## config.mk

```make
export PLATFORM = sky130hd
export DESIGN_NAME = mux_operand_stage
export DESIGN_NICKNAME = d
export VERILOG_FILES = /design/src/rtl/mux_operand_stage.sv
export SDC_FILE = /design/constraint.sdc
export NUM_CORES = 1
export LEC_CHECK = 0
export BUFFER_PORTS_ARGS = -buffer_cell sky130_fd_sc_hd__buf_2
export CORE_MARGIN = 5
export CORE_UTILIZATION = 50
export CTS_CLUSTER_DIAMETER = 50
export DETAILED_ROUTE_END_ITERATION = 8
export PLACE_DENSITY = 0.71
export SLEW_MARGIN = 10
export SYNTH_ARGS = -nofsm -noshare
export SYNTH_HDL_FRONTEND = slang
export SYNTH_SLANG_ARGS = --single-unit
```

## constraint.sdc

```tcl
create_clock -name clk -period 2 [get_ports clk]
set_input_delay 0.2 -clock clk [delete_from_list [all_inputs] [get_ports clk]]
set_output_delay 0.2 -clock clk [all_outputs]
set_load 0.05 [all_outputs]
```

## src/rtl/mux_operand_stage.sv

```systemverilog
// mux_operand_stage
//   Operand feeder for the 2-bit gate-level mux netlist. It buffers (A, B, sel)
//   operand sets in a small FIFO and presents one set per cycle on a
//   registered output under a valid/ready handshake.
//
//   While nothing new is loaded, A/B/sel keep their last value, so the mux
//   netlist sees no switching activity.
//
//   The output register is not part of the FIFO. Total capacity is therefore
//   DEPTH+1 operand sets.
//
//   in_ready depends only on the stored occupancy. There is no combinational
//   path from out_ready to in_ready.
//
//   Optional feature, selected by the macro SEL_TOGGLE_EN:
//     defined   - in_sel is ignored. Accepted sets carry an internally toggled
//                 select bit (0,1,0,1,...), starting at 0 after reset.
//     undefined - sel is stored per entry from in_sel.
//
//   Reset rst is asynchronous in both assertion and effect. The reset source
//   is expected to release it in step with clk.
module mux_operand_stage #(
  parameter int WIDTH = 2,
  parameter int DEPTH = 4,
  parameter int CNT_W = $clog2(DEPTH) + 1
) (
  input  logic             clk,
  input  logic             rst,
  input  logic             in_valid,
  output logic             in_ready,
  input  logic [WIDTH-1:0] in_a,
  input  logic [WIDTH-1:0] in_b,
  input  logic             in_sel,
  output logic             out_valid,
  input  logic             out_ready,
  output logic [WIDTH-1:0] A,
  output logic [WIDTH-1:0] B,
  output logic             sel,
  output logic [CNT_W-1:0] count
);

  localparam int PTR_W   = $clog2(DEPTH);
  localparam int ENTRY_W = 2 * WIDTH + 1;

  // FIFO storage, one entry packed as {sel, b, a}
  logic [ENTRY_W-1:0] mem_q [DEPTH];

  logic [PTR_W-1:0]   wr_ptr_q, wr_ptr_d;
  logic [PTR_W-1:0]   rd_ptr_q, rd_ptr_d;
  logic [CNT_W-1:0]   count_q,  count_d;

  logic               out_valid_q, out_valid_d;
  logic [WIDTH-1:0]   a_q, a_d;
  logic [WIDTH-1:0]   b_q, b_d;
  logic               sel_q, sel_d;

  logic               push;
  logic               pop;
  logic               fifo_full;
  logic               fifo_empty;
  logic               out_free;
  logic               wr_sel;
  logic [ENTRY_W-1:0] wr_entry;
  logic [ENTRY_W-1:0] head_entry;

  assign fifo_full  = (count_q == CNT_W'(DEPTH));
  assign fifo_empty = (count_q == '0);
  assign in_ready   = !fifo_full;
  assign push       = in_valid && in_ready;

  // The output register can take a new set when it is idle, or when its
  // current set is being consumed in this cycle.
  assign out_free = !out_valid_q || out_ready;
  assign pop      = out_free && !fifo_empty;

`ifdef SEL_TOGGLE_EN
  logic toggle_q;
  logic unused_in_sel;

  assign unused_in_sel = in_sel;
  assign wr_sel        = toggle_q;

  // Toggle bit flips on every accepted set, so stored selects alternate
  always_ff @(posedge clk or posedge rst) begin
    if (rst) begin
      toggle_q <= 1'b0;
    end else if (push) begin
      toggle_q <= !toggle_q;
    end
  end
`else
  assign wr_sel = in_sel;
`endif

  assign wr_entry   = {wr_sel, in_b, in_a};
  assign head_entry = mem_q[rd_ptr_q];

  // FIFO write port; storage carries no reset since occupancy gates every read
  always_ff @(posedge clk) begin
    if (push) begin
      mem_q[wr_ptr_q] <= wr_entry;
    end
  end

  // Next-state for pointers and occupancy; pointers wrap naturally at DEPTH
  always_comb begin
    wr_ptr_d = wr_ptr_q;
    rd_ptr_d = rd_ptr_q;
    count_d  = count_q;

    if (push) begin
      wr_ptr_d = wr_ptr_q + PTR_W'(1);
    end
    if (pop) begin
      rd_ptr_d = rd_ptr_q + PTR_W'(1);
    end

    case ({push, pop})
      2'b10:   count_d = count_q + CNT_W'(1);
      2'b01:   count_d = count_q - CNT_W'(1);
      default: count_d = count_q;
    endcase
  end

  // Next-state for the presented set; data only moves on a load
  always_comb begin
    out_valid_d = out_valid_q;
    a_d         = a_q;
    b_d         = b_q;
    sel_d       = sel_q;

    if (pop) begin
      out_valid_d = 1'b1;
      a_d         = head_entry[WIDTH-1:0];
      b_d         = head_entry[2*WIDTH-1:WIDTH];
      sel_d       = head_entry[ENTRY_W-1];
    end else if (out_free) begin
      out_valid_d = 1'b0;
    end
  end

  // FIFO control state register
  always_ff @(posedge clk or posedge rst) begin
    if (rst) begin
      wr_ptr_q <= '0;
      rd_ptr_q <= '0;
      count_q  <= '0;
    end else begin
      wr_ptr_q <= wr_ptr_d;
      rd_ptr_q <= rd_ptr_d;
      count_q  <= count_d;
    end
  end

  // Output register; A/B/sel reset to zero so the mux starts from a known value
  always_ff @(posedge clk or posedge rst) begin
    if (rst) begin
      out_valid_q <= 1'b0;
      a_q         <= '0;
      b_q         <= '0;
      sel_q       <= 1'b0;
    end else begin
      out_valid_q <= out_valid_d;
      a_q         <= a_d;
      b_q         <= b_d;
      sel_q       <= sel_d;
    end
  end

  assign out_valid = out_valid_q;
  assign A         = a_q;
  assign B         = b_q;
  assign sel       = sel_q;
  assign count     = count_q;

endmodule

```

==> results.json <==
{
  "slew_violations": 0,
  "clockBufferDepth": 2,
  "synth_area_leader_cell": "edfxtp_1",
  "post-route-period-util_pct": 100,
  "synth_seq_area_share_pct": 67.1,
  "wl_per_cell_um": 14.9,
  "grt_max_degree": 14,
  "hp-class": "input pin to flop",
  "synth_xor_area_share_pct": 3.81,
  "start_util_pct": 50.9,
  "grt_overflow_total": 0,
  "drc_errors": 0,
  "end_kind": "flop",
  "crit_required_ns": 2.25,
  "status": "finished, violations left",
  "grt_setup_unrepaired": "true",
  "synthMuxAreaShare_pct": 14.1,
  "wl_met2_mm": 1.07,
  "crit_path_top_delay_cell": "dfrtp_2",
  "design_area_sq_um": 1650,
  "grt_pass1_vias": 764,
  "timing.hold.ws_ns": 0.0864,
  "synthAdderAreaFrac_pct": 5.98,
  "root_buffer": "clkbuf_4",
  "place_congestion": 0.740,
  "final_util_pct": 60.8,
  "worst-setup-path-type": "flop to flop",
  "drive_gt1_share_pct": 50.4,
  "synthTopCellsByCount": "edfxtp_1, dfrtp_1, inv_1",
  "vias_per_cell": 4.97,
  "power_switching_mw": 1.05,
  "antenna_found_initial": 0,
  "syn_nets": 94,
  "cts_tree": "built",
  "power.total_mw": 2.68,
  "clock_skew_ns": 0.00714,
  "wl_met1_um": 937,
  "layout.nets": 127,
  "setup_slack_ns": -0.00140,
  "synth_top_family_by_area": "multiplexers",
  "drv_cap": 0,
  "p_per_area_nw_per_um2": 1630,
  "top_layer_used": "met4",
  "synth_simple_gate_area_share_pct": 5.62,
  "seqPwrFrac_pct": 41.0,
  "hpwl_mm": 1.52,
  "syn_area_sq_um": 1380,
  "placed_area_sq_um": 1560,
  "yosys.cell_count.top_type": "edfxtp_1",
  "synthArstFlopShare_pct": 39.4,
  "leakagePower_nw": 0.688,
  "ys_ff_latch": 33,
  "hold_viol": 0,
  "syn_avg_cell_area_sq_um": 17.5,
  "start_kind": "flop",
  "p_clk_share_pct": 12.7,
  "fp.dieW_um": 62.5,
  "cts.sinks": 33,
  "swShare_pct": 39.2,
  "fp.dieArea_sq_um": 3910,
  "dr.pass1.iters": 4,
  "core_sq_um": 2710,
  "path_max_fanout": 2,
  "synth_warnings": 0,
  "clock_latency_ns": 0.32,
  "synth.distinct_cells": 22,
  "area_growth_pct": 19.4,
  "synthTopCellsByArea": "edfxtp_1, dfrtp_1, mux4_2",
  "critPathMostFrequentCell": "xor2_1",
  "drt-total-wl_mm": 2.15,
  "violations": "setup timing",
  "ys.flop_type": "edfxtp_1",
  "worstMarginPinSlew_ns": 0.533,
  "port_buffers": 18,
  "internal-power_mw": 1.63,
  "final_cell_count_no_fill": 144,
  "rows": 19,
  "numCtsBuffers": 5,
  "dp.cells": 131,
  "grt_pass1_wl_mm": 3.64,
  "netlist.area_leader.share_pct": 43.5,
  "crit_arrival_ns": 2.25,
  "detail-route-antenna-nets": 0,
  "ios": 19,
  "met3_length_um": 111,
  "drt_iter0_markers": 17,
  "ir_drop_uv": 1340,
  "slew_headroom_pct": 64.4,
  "antennaDiodeCount": 0,
  "synth-compound-area-share_pct": 0.635,
  "clock.fmax_mhz": 500,
  "vias": 715,
  "timing.final.crit_period_ns": 2.00,
  "grt.total_usage_pct": 12.3,
  "crit_chain": "or3b_4, and2_4, inv_4, ha_4, inv_2, fa_2, xor2_1, nor2_1, xor2_1",
  "dieHeight_um": 62.5,
  "synth_edf_count": 20,
  "setup_viol": 1,
  "crit_path_max_incr_delay_ns": 0.41,
  "synth_cells": 79,
  "p_comb_share_pct": 46.3,
  "htreeDepth": 2,
  "clk_pin_slew_ns": 0.10
}
[state kept, by name, indices dropped and copies added (netlist names)]
register	flops
A	2
B	2
count	3
mem_q	20
out_valid	1
rd_ptr_q	2
sel	1
wr_ptr_q	2
[routing by layer]
metal,vias to the layer above,global-route usage (%)
met4,0,5.84
met1,346,15.5
met2,17,18.0
met3,4,5.76
li1,348,-
met5,-,0
[timing repair]
item,in CTS,in global routing
gates resized for setup,0,1
setup buffers,1,3
setup endpoints to repair,1,1
hold buffers,1,0
endpoints found under the hold margin,13,0
pin swaps,2,4
[critical path, delay by kind of cell, from the launching register on]
kind          cells  cell delay (ns)
xor+xnor          2             0.30
simple gates      3             0.69
fa+ha+maj         2             0.44
buf+inv           2             0.08
flops             1             0.41
[area by class of cell]
type,count,area (sq um)
Clock buffer,7,45.0
Clock inverter,1,3.75
Fill cell,214,1060
Inverter,8,32.5
Multi-Input combinational cell,36,430
Sequential cell,33,930
Tap cell,31,38.8
Timing Repair Buffer,28,168
[placed cells by master, fill, tap and decap left out, types with 2 or more instances in the layout]
cell type	instances
edfxtp_1	20
dfrtp_2	3
and3_2	4
mux4_2	5
xor2_1	4
dfrtp_1	10
buf_4	9
inv_1	6
mux2_2	5
xnor2_1	2
clkbuf_4	5
clkbuf_1	2
buf_2	18
ha_1	4
[worst paths after layout]
kind                                      start                     to  slack, ns  depth (start not counted)
hold / removal                          in_a[0]  mem_q[2][0]$_DFFE_PP_       0.09                          1
min in group asynchronous                   rst       B[1]$_DFFE_PP0P_       0.45                          3
setup / recovery           count[0]$_DFFE_PP0P_   count[2]$_DFFE_PP0P_     -0.001                          9
hold reg to reg                B[0]$_DFFE_PP0P_       B[0]$_DFFE_PP0P_       0.51                          1
max in group asynchronous                   rst   count[0]$_DFFE_PP0P_       1.17                          3
setup reg to reg           count[0]$_DFFE_PP0P_   count[2]$_DFFE_PP0P_     -0.001                          9
[per-stage QoR]
step | setup slack (ns) | setup TNS [ns]
detailed placement | -0.0128 | -0.0128
CTS | -0.00811 | -0.00811
floorplan | -0.271 | -0.414
finish | -0.00140 | -0.00140
global route | -0.0953 | -0.0953
global placement | 0.0556 | 0
[power groups by stage]
stage / clock network, mW / logic [mW] / registers [mW]
after floorplan: 0 / 0.641 / 1.37
after global placement: 0 / 1.16 / 1.12
after detailed placement: 0 / 1.19 / 1.13
after CTS: 0.349 / 1.21 / 1.11
after global routing: 0.384 / 1.33 / 1.13
final: 0.341 / 1.24 / 1.10
[cells by family after synthesis]
logic type,Yosys count
fa+ha+maj,6
flops,33
simple gates,11
compound gates,1
xor+xnor,6
mux,12
buf+inv,10
No activity file was read; power rests on OpenSTA's default activity.
